$ cat src/rtl/lsu_mem_stage_if.sv
// Data-memory request/response bus between the LSU memory stage (master) and data memory (slave).
// The bus allows one outstanding request; responses are single-cycle pulses.
interface lsu_mem_stage_if #(
    parameter int XLEN = 64
) ();
    logic                mem_req_valid;
    logic                mem_req_ready;
    logic                mem_req_we;
    logic [XLEN-1:0]     mem_req_addr;
    logic [XLEN-1:0]     mem_req_wdata;
    logic [XLEN/8-1:0]   mem_req_wstrb;
    logic                mem_resp_valid;
    logic [XLEN-1:0]     mem_resp_rdata;

    modport master (
        output mem_req_valid, mem_req_we, mem_req_addr, mem_req_wdata, mem_req_wstrb,
        input  mem_req_ready, mem_resp_valid, mem_resp_rdata
    );

    modport slave (
        input  mem_req_valid, mem_req_we, mem_req_addr, mem_req_wdata, mem_req_wstrb,
        output mem_req_ready, mem_resp_valid, mem_resp_rdata
    );
endinterface

$ cat src/rtl/lsu_mem_stage.sv
// RV64 memory-access stage: issues aligned load/store requests, extends load data and passes
// non-memory results through with one cycle of latency. Handles one instruction at a time.
module lsu_mem_stage #(
    parameter int XLEN = 64
) (
    input  logic              clk,
    input  logic              rst,
    input  logic              in_valid,
    output logic              in_ready,
    input  logic [1:0]        in_op,
    input  logic [2:0]        in_funct3,
    input  logic [XLEN-1:0]   in_addr,
    input  logic [XLEN-1:0]   in_wdata,
    input  logic [4:0]        in_rd,
    lsu_mem_stage_if.master   mem,
    output logic              out_valid,
    input  logic              out_ready,
    output logic [XLEN-1:0]   out_data,
    output logic [4:0]        out_rd,
    output logic              out_we,
    output logic              out_fault
);
    localparam int NB = XLEN / 8;
    localparam int LB = $clog2(NB);

    typedef enum logic [1:0] {IDLE, REQ, WAIT, DONE} state_t;

    state_t          state;
    logic [1:0]      size_q;
    logic            unsigned_q;
    logic [LB-1:0]   lane_q;

    logic [1:0]      size;
    logic [LB-1:0]   lane;
    logic            is_mem;
    logic            is_load;
    logic            misaligned;
    logic            illegal;
    logic            fault;
    logic [NB-1:0]   byte_mask;
    logic [NB-1:0]   wstrb_c;
    logic [XLEN-1:0] wdata_c;
    logic [XLEN-1:0] shifted;
    logic [XLEN-1:0] load_ext;

    assign in_ready = (state == IDLE);

    // Decode of the incoming instruction; only meaningful on the capture cycle.
    // NOTE: every always_comb output gets a default first so no path can infer a latch.
    always_comb begin
        size       = in_funct3[1:0];
        lane       = in_addr[LB-1:0];
        is_load    = (in_op == 2'b01);
        is_mem     = (in_op == 2'b01) || (in_op == 2'b10);
        misaligned = 1'b0;
        case (size)
            2'b01:   misaligned = in_addr[0];
            2'b10:   misaligned = |in_addr[1:0];
            2'b11:   misaligned = |in_addr[2:0];
            default: misaligned = 1'b0;
        endcase
        illegal   = is_load ? (in_funct3 == 3'b111) : in_funct3[2];
        fault     = is_mem && (misaligned || illegal);
        byte_mask = NB'((32'd1 << (32'd1 << size)) - 32'd1);
        wstrb_c   = byte_mask << lane;
        wdata_c   = in_wdata << {lane, 3'b000};
    end

    // Lane extraction and sign/zero extension of the returned memory word.
    always_comb begin
        shifted  = mem.mem_resp_rdata >> {lane_q, 3'b000};
        load_ext = shifted;
        case (size_q)
            2'b00:   load_ext = {{(XLEN-8){~unsigned_q & shifted[7]}},   shifted[7:0]};
            2'b01:   load_ext = {{(XLEN-16){~unsigned_q & shifted[15]}}, shifted[15:0]};
            2'b10:   load_ext = {{(XLEN-32){~unsigned_q & shifted[31]}}, shifted[31:0]};
            default: load_ext = shifted;
        endcase
    end

    // NOTE: all state and registered outputs use non-blocking assignments so every update
    // in this block sees the pre-edge values, matching the flip-flops it describes.
    always_ff @(posedge clk) begin
        if (rst) begin
            state             <= IDLE;
            size_q            <= 2'b00;
            unsigned_q        <= 1'b0;
            lane_q            <= '0;
            mem.mem_req_valid <= 1'b0;
            mem.mem_req_we    <= 1'b0;
            mem.mem_req_addr  <= '0;
            mem.mem_req_wdata <= '0;
            mem.mem_req_wstrb <= '0;
            out_valid         <= 1'b0;
            out_data          <= '0;
            out_rd            <= '0;
            out_we            <= 1'b0;
            out_fault         <= 1'b0;
        end else begin
            case (state)
                IDLE: begin
                    if (in_valid) begin
                        out_rd <= in_rd;
                        if (!is_mem || fault) begin
                            state     <= DONE;
                            out_valid <= 1'b1;
                            out_data  <= in_addr;
                            out_fault <= fault;
                            out_we    <= !fault && (in_rd != 5'd0);
                        end else begin
                            state             <= REQ;
                            size_q            <= size;
                            unsigned_q        <= in_funct3[2];
                            lane_q            <= lane;
                            mem.mem_req_valid <= 1'b1;
                            mem.mem_req_we    <= !is_load;
                            mem.mem_req_addr  <= {in_addr[XLEN-1:LB], LB'(0)};
                            mem.mem_req_wdata <= is_load ? '0 : wdata_c;
                            mem.mem_req_wstrb <= is_load ? '0 : wstrb_c;
                        end
                    end
                end
                REQ: begin
                    if (mem.mem_req_ready) begin
                        state             <= WAIT;
                        mem.mem_req_valid <= 1'b0;
                    end
                end
                WAIT: begin
                    if (mem.mem_resp_valid) begin
                        state     <= DONE;
                        out_valid <= 1'b1;
                        out_fault <= 1'b0;
                        if (mem.mem_req_we) begin
                            out_data <= '0;
                            out_we   <= 1'b0;
                        end else begin
                            out_data <= load_ext;
                            out_we   <= (out_rd != 5'd0);
                        end
                    end
                end
                DONE: begin
                    if (out_ready) begin
                        state     <= IDLE;
                        out_valid <= 1'b0;
                        out_we    <= 1'b0;
                        out_fault <= 1'b0;
                    end
                end
                default: state <= IDLE;
            endcase
        end
    end
endmodule
$ cat src/flat_wrapper.sv
// flat-port wrapper written by rule: the top's interface ports become plain ports
module lsu_mem_stage_flat 
#(
    parameter int XLEN = 64
)
  (clk, rst, in_valid, in_ready, in_op, in_funct3, in_addr, in_wdata, in_rd, out_valid, out_ready, out_data, out_rd, out_we, out_fault, mem_mem_req_valid, mem_mem_req_we, mem_mem_req_addr, mem_mem_req_wdata, mem_mem_req_wstrb, mem_mem_req_ready, mem_mem_resp_valid, mem_mem_resp_rdata);
  lsu_mem_stage_if #(.XLEN(XLEN)) mem_i ();
  input  logic clk;
  input  logic rst;
  input  logic in_valid;
  output logic in_ready;
  input  logic [1:0] in_op;
  input  logic [2:0] in_funct3;
  input  logic [XLEN-1:0] in_addr;
  input  logic [XLEN-1:0] in_wdata;
  input  logic [4:0] in_rd;
  output logic out_valid;
  input  logic out_ready;
  output logic [XLEN-1:0] out_data;
  output logic [4:0] out_rd;
  output logic out_we;
  output logic out_fault;
  output wire logic [$bits(mem_i.mem_req_valid)-1:0] mem_mem_req_valid;
  output wire logic [$bits(mem_i.mem_req_we)-1:0] mem_mem_req_we;
  output wire logic [$bits(mem_i.mem_req_addr)-1:0] mem_mem_req_addr;
  output wire logic [$bits(mem_i.mem_req_wdata)-1:0] mem_mem_req_wdata;
  output wire logic [$bits(mem_i.mem_req_wstrb)-1:0] mem_mem_req_wstrb;
  input wire logic [$bits(mem_i.mem_req_ready)-1:0] mem_mem_req_ready;
  input wire logic [$bits(mem_i.mem_resp_valid)-1:0] mem_mem_resp_valid;
  input wire logic [$bits(mem_i.mem_resp_rdata)-1:0] mem_mem_resp_rdata;
  assign mem_mem_req_valid = mem_i.mem_req_valid;
  assign mem_mem_req_we = mem_i.mem_req_we;
  assign mem_mem_req_addr = mem_i.mem_req_addr;
  assign mem_mem_req_wdata = mem_i.mem_req_wdata;
  assign mem_mem_req_wstrb = mem_i.mem_req_wstrb;
  assign mem_i.mem_req_ready = mem_mem_req_ready;
  assign mem_i.mem_resp_valid = mem_mem_resp_valid;
  assign mem_i.mem_resp_rdata = mem_mem_resp_rdata;
  lsu_mem_stage #(.XLEN(XLEN)) u_core (.clk(clk), .rst(rst), .in_valid(in_valid), .in_ready(in_ready), .in_op(in_op), .in_funct3(in_funct3), .in_addr(in_addr), .in_wdata(in_wdata), .in_rd(in_rd), .mem(mem_i), .out_valid(out_valid), .out_ready(out_ready), .out_data(out_data), .out_rd(out_rd), .out_we(out_we), .out_fault(out_fault));
endmodule
$ cat config.mk
export PLATFORM = sky130hd
export DESIGN_NAME = lsu_mem_stage_flat
export DESIGN_NICKNAME = d
export VERILOG_FILES = /design/src/rtl/lsu_mem_stage_if.sv /design/src/rtl/lsu_mem_stage.sv /design/src/flat_wrapper.sv
export SDC_FILE = /design/constraint.sdc
export NUM_CORES = 1
export LEC_CHECK = 0
export CAP_MARGIN = 20
export CORE_MARGIN = 2
export CORE_UTILIZATION = 47
export CTS_BUF_LIST = sky130_fd_sc_hd__clkbuf_8
export CTS_CLUSTER_SIZE = 30
export DETAILED_ROUTE_END_ITERATION = 7
export PLACE_DENSITY_LB_ADDON = 0.1
export SYNTH_ARGS = -nofsm -noshare
export SYNTH_HDL_FRONTEND = slang
export SYNTH_SLANG_ARGS = --single-unit
$ cat constraint.sdc
create_clock -name clk -period 2.8 [get_ports clk]
set_input_delay 0.56 -clock clk [delete_from_list [all_inputs] [get_ports clk]]
set_output_delay 0.56 -clock clk [all_outputs]
set_load 0.005 [all_outputs]
Word-level counts from Yosys, hierarchy flattened
Index checks and enable logic that the tools add are counted.

Bitwise logic cells: 5. Add/sub/neg operators: 1. Shift operators: 5. Eq/ne operators: 17. Mux-type cells: 34. Reduce and logical (&&, ||, !) cells: 23.

Operators with widths (count): 2-to-1 mux 64 bit (5); one-hot mux 64 bit (3 select lines) (1); one-hot mux 64 bit (2 select lines) (1); left shift 64 x 6 -> 64 bit (1); >> shifter 64 x 6 -> 64 bit (1); left shift 1 x 2 -> 32 bit, first input constant (1); left shift 1 x 32 -> 8 bit, first input constant (1); 2-to-1 mux 1 bit (15); == test 2 bit, second input constant (6); one-hot mux 1 bit (3 select lines) (4); AND reduction 4 bit (3); 2-to-1 mux 2 bit (5); != test 2 bit, second input constant (5); nonzero test 5 bit (2); == test 2 x 1 -> 1 bit, second input constant (4); 2-to-1 mux 8 bit (1); one-hot mux 2 bit (4 select lines) (1); left shift 8 x 3 -> 8 bit (1); subtractor 8 x 1 -> 8 bit, second input constant (1); AND reduction 5 bit (1); logical NOT 2 bit (2); nonzero test 2 bit (2); AND 1 bit (3); == test 3 bit, second input constant (1); other kinds (11) (17).

Bits in registers: 215. Output and inout bits: 211. Input port bits: 208. Logic and storage cells: 99.

Depth between registers and ports, before layout
Gate-level depths: netlist of run 1.

Depth in word-level cells: 9. Depth in mapped cells: 12. Depth with buffers taken out: 7.

Worst setup path before layout of run 1
No wires, ideal clock.

Path kind: reg2reg. Start: register u_core.state[0]. End: register u_core.out_data[32]. Arrival: 2277 ps. Period minus slack after synthesis: 2435 ps. Buffers on the path: 3. Slack: 365 ps. Required time: 2642 ps. Stages on the path, launching flop included: 11. Library setup time: 158 ps. Path through: dfxtp_1 > inv_1 > ha_1 > clkbuf_1 > nand2b_1 > clkbuf_1 > and2_1 > buf_2 > o21ai_2 > o41ai_4 > a2111oi_2.

Word-level cells in the longest chain between the ends: 3. Elaborated cells between the ends (all ways): 8. Those cells by class: eq/ne: 4; mux: 1; reduce/logical: 3.

Ends and longest elaborated chain: from (decl) (line lsu_mem_stage.sv:28) `state_t state;`; from (signal assigned) (line lsu_mem_stage.sv:85) `state <= IDLE;`; from (signal assigned) (line lsu_mem_stage.sv:105) `state <= DONE;`; from (signal assigned) (line lsu_mem_stage.sv:111) `state <= REQ;`; == test 2 bit / logical NOT 2 bit (equally long branches) (line lsu_mem_stage.sv:100) `case (state)`; != test 2 bit (no source line) (tied with other cells); AND reduction 4 bit (no source line); to (signal assigned) (line lsu_mem_stage.sv:107) `out_data <= in_addr;`; to (signal assigned) (line lsu_mem_stage.sv:138) `out_data <= load_ext;`; to (decl) (line lsu_mem_stage.sv:18) `output logic [XLEN-1:0] out_data,`.

Several ways; a longest one is shown, not always the timed one. A chain may end at the register's enable or synchronous reset.

Worst setup path in the final report of run 1
Start: register u_core.state[0]. End: register u_core.out_data[28].

The elaborated chain is that of the path after synthesis.

==> results.json, run 1 <==
{
  "gp_congestion": 1.00,
  "die_w_um": 164,
  "placement_rows": 58,
  "worst_setup_hold_path_clk_slew_ns": 0.06,
  "ant_nets": 0,
  "internal_portion_of_total_power_mw": 7.65,
  "layoutNonFillerInstCount": 2234,
  "ctsLongestPathBuffers": 3,
  "syn-mean-instance-area_sq_um": 8.27,
  "clock_sinks": 215,
  "grt_antenna_before_repair": 1,
  "cts_tree": "built",
  "setup_viol": 0,
  "vias": 13400,
  "r2r_end": "u_core.out_data[28]",
  "finalHoldWorstSlack_ns": 0.377,
  "min_delay_worst_type": "in2reg",
  "max_cap_violations": 0,
  "grt_remaining_overflow": 0,
  "cts_resized": 0,
  "yosys_warnings": 0,
  "numPortBuffers": 415,
  "switching_share_pct": 36.1,
  "fin_total_pwr_mw": 12.0,
  "synth.ff_latch_count": 215,
  "power_leakage_nw": 6.43,
  "worst_r2r_startpoint": "u_core.state[0]",
  "global_route.peak_usage_layer": "met2",
  "synth_cell_type_count": 62,
  "layout.cells.most_common": "sky130_fd_sc_hd__clkdlybuf4s50_1",
  "worstSetupEndpoint": "u_core.out_data[28]",
  "critPathKind": "reg2reg",
  "timing.fmax_mhz": 378,
  "timing.critical_path.arrival_ns": 3.00,
  "final_max_slew_viol_count": 0,
  "fillCellCount": 2086,
  "worstPathRequired_ns": 3.16,
  "rrSetupSlack_ns": 0.15,
  "floorplan.initialDensity_pct": 47.9,
  "wire_per_inst_um": 22.4,
  "max_ir_drop_vdd_mv": 0.457,
  "post_drt_via_cell_ratio": 6.00,
  "floorplan.die_area_sq_um": 27100,
  "period_share_pct": 94.5,
  "place.detailed.hpwl_um": 37100,
  "min_cycle_time_layout_ns": 2.65,
  "drt_first_pass_iters": 5,
  "cts_setup_buffers": 0,
  "y_dimension_of_the_die_um": 164,
  "mostFrequentLayoutCells": "412 x sky130_fd_sc_hd__clkdlybuf4s50_1, 213 x sky130_fd_sc_hd__dfxtp_1, 198 x sky130_fd_sc_hd__nand2_1, 144 x sky130_fd_sc_hd__a21oi_1, 121 x sky130_fd_sc_hd__nor2_1",
  "worst_skew_pair.late_latency_ns": 0.54,
  "crit_path_start": "u_core.state[0]",
  "outcome": "complete, no violations",
  "grtUsageMet3_pct": 8.04,
  "maxSlewHeadroom_pct": 33.3,
  "grt_first_pass_wirelength_um": 74300,
  "number_of_clock_buffers_inserted_by_tritoncts": 40,
  "critical_path.max_fanout": 9,
  "postRouteWirelength_um": 50100,
  "synth_edf_count": 0,
  "critPathCaptureType": "flop",
  "crit_path_start_kind": "flop",
  "netlist_instances": 1463,
  "num_io_pins": 419,
  "ctsHoldBuffers": 0,
  "synthesis.area_sq_um": 12100,
  "share_clk_of_total_power_pct": 26.0,
  "asyncSetResetFlopFracSynth_pct": 0,
  "final_hold_viol_count": 0,
  "first_global_vias": 12700,
  "p_switching_mw": 4.31,
  "placed_cells_incl_taps": 2161,
  "share_of_cells_above_drive_strength_1_pct": 11.9,
  "final.setup_skew_ns": 0.0154,
  "drt-initial-drc-count": 1515,
  "core_sq_um": 25300,
  "worst-r2r-cell-count": 7,
  "sequential_fraction_of_the_synthesis_area_pct": 35.6,
  "worst_pin_slew_ns": 0.993,
  "met1_usage_pct": 47.5,
  "drcViolationCount": 0,
  "power_density_nw_per_um2": 673,
  "ys.flop_type": "sky130_fd_sc_hd__dfxtp_1",
  "comb_power_share_pct": 41.8,
  "largest_net_degree_at_the_start_of_global_routing": 79,
  "final_net_count": 2088,
  "areaGrowthSynthToFinish_pct": 46.8,
  "clk_root_buffer_cell": "sky130_fd_sc_hd__clkbuf_8",
  "sequentialPowerShare_pct": 32.2,
  "clock_tree.htree_level_count": 2,
  "gr-usage-met2_pct": 55.2,
  "rsz0062_at_grt": "false",
  "global_route.usage.total_pct": 35.5
}
## layout make-up
type                       count  area (sq um)  area share [%]
sequential                   215          4310            24.2
inverter                      21          78.8           0.444
timing repair buffer         508          4960            27.9
tap                          330           413            2.32
clock buffer                  51           702            3.95
clock inverter                20           119           0.669
antenna                        1          2.50          0.0141
multi-input combinational   1088          7180            40.4
## metrics by stage
stage | util (%) | instance area (sq um) | setup TNS [ns] | setup slack, ns
after floorplan | - | 12100 | 0 | 0.365
final | 70.3 | 17800 | 0 | 0.154
after CTS | 70.3 | 17700 | 0 | 0.179
after detailed placement | 67.0 | 16900 | -9.12 | -0.226
after global placement | 67.0 | 16900 | -5.90 | -0.225
after global routing | 70.3 | 17800 | 0 | 0.0132
## routing by layer
layer	vias up	part of all wire, %
met4	0	4.2
li1	6216	-
met3	129	10
met5	-	0
met2	795	44
met1	6259	41
## cells by family (layout without fill, tap and decap cells)
kind of cell	Yosys count	after routing	share of synthesized area, %
AO/OA/AOI/OAI	479	479	27.4
adder cells (fa/ha/maj)	6	6	0.620
buffers and inverters	162	600	5.44
flip-flops	215	215	35.6
multiplexers	147	147	14.0
other	1	4	0.0310
AND/OR/NAND/NOR	453	453	17.0
## cells in the mapped netlist, types with 3 or more instances
master                      instances  area (sq um)
sky130_fd_sc_hd__a221oi_1           8          70.1
sky130_fd_sc_hd__dfxtp_1          215          4300
sky130_fd_sc_hd__o2111ai_1          8          70.1
sky130_fd_sc_hd__nand2b_1          16           100
sky130_fd_sc_hd__mux4_2            15           338
sky130_fd_sc_hd__o211ai_1          44           330
sky130_fd_sc_hd__nand3_1            9          45.0
sky130_fd_sc_hd__a21oi_1          144           721
sky130_fd_sc_hd__nor3b_1            8          60.1
sky130_fd_sc_hd__a311oi_1           8          70.1
sky130_fd_sc_hd__clkinv_1           4          15.0
sky130_fd_sc_hd__o211a_1            7          70.1
sky130_fd_sc_hd__nand2_1          198           743
sky130_fd_sc_hd__a211oi_1          70           526
sky130_fd_sc_hd__o21ai_0           43           215
sky130_fd_sc_hd__buf_1             21          78.8
sky130_fd_sc_hd__nand3b_1          10          75.1
sky130_fd_sc_hd__inv_1             17          63.8
sky130_fd_sc_hd__mux2i_1          106          1060
sky130_fd_sc_hd__a21o_1             8          60.1
sky130_fd_sc_hd__nor3_1            35           175
sky130_fd_sc_hd__clkbuf_1          88           330
sky130_fd_sc_hd__buf_4              4          30.0
sky130_fd_sc_hd__or4_1              3          22.5
sky130_fd_sc_hd__a2111oi_2          7           105
sky130_fd_sc_hd__buf_2             28           140
sky130_fd_sc_hd__o2bb2ai_1         32           280
sky130_fd_sc_hd__a31oi_1           19           119
sky130_fd_sc_hd__a22o_1            17           149
sky130_fd_sc_hd__o221ai_1          15           131
sky130_fd_sc_hd__o22ai_1           10          62.6
sky130_fd_sc_hd__mux2_2            26           293
sky130_fd_sc_hd__and3_1             3          18.8
sky130_fd_sc_hd__ha_1               6          75.1
sky130_fd_sc_hd__or2_2              5          31.3
sky130_fd_sc_hd__nor2_1           122           458
sky130_fd_sc_hd__nor2b_1           33           206
sky130_fd_sc_hd__a22oi_1           20           150
## worst min path at each step
stage	endpoint	startpoint	depth (start not counted)	slack, ns
finish	u_core.lane_q[0]	in_addr[0]	3	0.38
global route	u_core.lane_q[0]	in_addr[0]	3	0.37
CTS	u_core.lane_q[0]	in_addr[0]	3	0.35
detailed placement	u_core.mem.mem_req_wdata[47]	u_core.mem.mem_req_wdata[47]	1	0.45
global placement	u_core.mem.mem_req_wstrb[7]	u_core.mem.mem_req_wstrb[7]	2	0.44
floorplan	u_core.mem.mem_req_wstrb[4]	u_core.mem.mem_req_wstrb[4]	2	0.45
## sequential cells by signal, summed over array words and instances, names as in the netlist, 2 cells and up
name                      flops
u_core.mem.mem_req_addr      61
u_core.mem.mem_req_wstrb      8
u_core.size_q                 2
u_core.state                  2
u_core.out_data              64
u_core.lane_q                 3
u_core.out_rd                 5
u_core.mem.mem_req_wdata     64
## worst max-delay path, stage by stage, from the launching register on
cell and delay, ns:
sky130_fd_sc_hd__dfxtp_1 0.36, sky130_fd_sc_hd__inv_1 0.10, sky130_fd_sc_hd__ha_1 0.42, sky130_fd_sc_hd__mux2_2 0.25, sky130_fd_sc_hd__and2_1 0.20, sky130_fd_sc_hd__o21ai_2 0.12, sky130_fd_sc_hd__nor3_1 0.82, sky130_fd_sc_hd__a211oi_1 0.18
## power by group through the flow
stage          Sequential, mW  Clock (mW)  Combinational, mW
2_1_floorplan            3.88           0               2.53
3_3_place_gp             3.89           0               4.84
3_5_place_dp             3.90           0               4.89
4_1_cts                  3.84        3.14               4.93
5_1_grt                  3.90        3.30               5.37
6_report                 3.85        3.11               5.00
Power figures use the tool's default switching activity.
==> run 2: changes to the inputs <==
- CAP_MARGIN: 20 -> unset
==> run 2 against run 1 <==
Via count shrank 0.28%. Register-to-register slack lost 0.06 ns. Design area shrank 0.11%. Combinational power is essentially flat. Sequential power is essentially flat. Clock power is essentially flat. Global-route usage is the same. Highest routed layer unchanged.
==> results.json, run 2 (same netlist as run 1, synthesis figures left out) <==
{
  "outcome": "complete, no violations",
  "grt_antenna_before_repair": 1,
  "postLayoutCellArea_sq_um": 17700,
  "worst_skew_pair.late_latency_ns": 0.54,
  "rsz0062_at_grt": "false",
  "timing.critical_path.arrival_ns": 3.06,
  "sequential_cell_area_sq_um": 4310,
  "worst_setup_hold_path_clk_slew_ns": 0.06,
  "cts_resized": 0,
  "min_cycle_time_layout_ns": 2.71,
  "worstPathRequired_ns": 3.15,
  "critPathKind": "reg2reg",
  "clock_tree.htree_level_count": 2,
  "critPathCaptureType": "flop",
  "drcViolationCount": 0,
  "drt_first_pass_iters": 5,
  "fillCellCount": 2090,
  "core_sq_um": 25300,
  "clock_sinks": 215,
  "critical_path.max_fanout": 9,
  "cts_setup_buffers": 0,
  "floorplan.die_area_sq_um": 27100,
  "rrSetupSlack_ns": 0.09,
  "ctsHoldBuffers": 0,
  "gp_congestion": 1.00,
  "cts_tree": "built",
  "largest_net_degree_at_the_start_of_global_routing": 79,
  "power_density_nw_per_um2": 673,
  "worst_hold_stages": 3,
  "r2r_end": "u_core.out_data[28]",
  "grt_remaining_overflow": 0,
  "crit_path_start_kind": "flop",
  "detailed_place.area_sq_um": 16900,
  "whs_endpoint": "u_core.lane_q[1]",
  "ant_nets": 0,
  "place.detailed.hpwl_um": 37100,
  "clk_root_buffer_cell": "sky130_fd_sc_hd__clkbuf_8",
  "setup_viol": 0,
  "global_route.usage.total_pct": 35.5,
  "critical-path-slowest-cell": "sky130_fd_sc_hd__nor3_1",
  "num_io_pins": 419,
  "timing.critical_path.cells": "inv_1 > ha_1 > mux2_2 > and2_1 > o21ai_2 > nor3_1 > a211oi_1",
  "drt-initial-drc-count": 1464,
  "share_of_cells_above_drive_strength_1_pct": 11.9,
  "maxSlewHeadroom_pct": 20.2,
  "die_w_um": 164,
  "worst_path_largest_cell_delay_ns": 0.88,
  "vias": 13400,
  "wire_per_inst_um": 22.4,
  "min_delay_worst_type": "in2reg",
  "worst_pin_slew_ns": 1.19,
  "numPortBuffers": 415,
  "worst_r2r_startpoint": "u_core.state[0]",
  "y_dimension_of_the_die_um": 164,
  "final_max_slew_viol_count": 0,
  "final_hold_viol_count": 0,
  "mostFrequentLayoutCells": "412 x sky130_fd_sc_hd__clkdlybuf4s50_1, 213 x sky130_fd_sc_hd__dfxtp_1, 198 x sky130_fd_sc_hd__nand2_1, 144 x sky130_fd_sc_hd__a21oi_1, 121 x sky130_fd_sc_hd__nor2_1",
  "worst_hold_startpoint": "in_addr[1]",
  "final_net_count": 2087,
  "util_after_layout_pct": 70.3,
  "post_drt_via_cell_ratio": 5.98,
  "placement_rows": 58,
  "power_leakage_nw": 6.42,
  "floorplan.initialDensity_pct": 47.9,
  "finalHoldWorstSlack_ns": 0.372,
  "largest_registers": "u_core.mem.mem_req_wdata: 64 flops, u_core.out_data: 64 flops, u_core.mem.mem_req_addr: 61 flops",
  "postRouteWirelength_um": 50000,
  "max_cap_violations": 0,
  "timing.fmax_mhz": 369,
  "areaGrowthSynthToFinish_pct": 46.6,
  "worst-r2r-cell-count": 7,
  "period_share_pct": 96.7,
  "max_ir_drop_vdd_mv": 0.451,
  "number_of_clock_buffers_inserted_by_tritoncts": 40,
  "first_global_vias": 12700,
  "final.setup_skew_ns": 0.0183,
  "layout.cells.most_common": "sky130_fd_sc_hd__clkdlybuf4s50_1",
  "multi_input_comb_area_sq_um": 7180,
  "ctsLongestPathBuffers": 3,
  "grt_first_pass_wirelength_um": 74300
}
==> run 2: changes by cell type in the layout (fill, tap and decap cells not counted), sizes merged <==
cell  before  now
buf       96   95
==> run 2: through the flow <==
step,std cells,setup TNS [ns],setup WS [ns],total power [mW]
CTS,2232,0,0.179,11.9
finish,2233,0,0.0929,12.0
global route,2233,0,0.0132,12.6
global placement,2161,-5.90,-0.225,8.73
floorplan,1465,0,0.365,6.40
detailed placement,2161,-9.12,-0.226,8.79
==> run 2: routing by layer <==
metal	wire length (um)	share of wire, %	global-route usage (%)	up-vias
li1	-	-	-	6211
met3	5230	10	8.04	123
met5	0	0	0	-
met1	20500	41	47.5	6222
met4	2040	4.1	14.7	0
met2	22300	44	55.2	805
==> run 2: layout make-up <==
| class | count | area share (%) |
|---|---|---|
| antenna | 1 | 0.0141 |
| clock buffer | 51 | 3.96 |
| clock inverter | 20 | 0.670 |
| inverter | 21 | 0.444 |
| multi-input combinational | 1088 | 40.5 |
| sequential | 215 | 24.3 |
| tap | 330 | 2.33 |
| timing repair buffer | 507 | 27.9 |
==> run 2: how the worst max path moves through the flow <==
stage	from	end	slack, ns	depth (start not counted)
finish	u_core.state[0]	u_core.out_data[28]	0.09	7
detailed placement	mem_mem_resp_rdata[31]	u_core.out_data[30]	-0.23	8
global route	u_core.state[0]	u_core.out_data[28]	0.01	7
CTS	u_core.state[0]	u_core.out_data[30]	0.18	7
floorplan	u_core.state[0]	u_core.out_data[32]	0.36	10
global placement	mem_mem_resp_rdata[31]	u_core.out_data[29]	-0.22	8
==> run 2: report_power, final <==
part,internal [mW],switching (mW)
sequential,3.54,0.308
clock,1.73,1.38
combinational,2.37,2.62
total,7.64,4.31
==> run 2: critical path: cells and delay by family, from the launching register on <==
family	cells	cell delay (ns)
simple gates	2	1.08
fa+ha+maj	1	0.41
flops	1	0.36
compound gates	2	0.31
mux	1	0.25
buf+inv	1	0.09
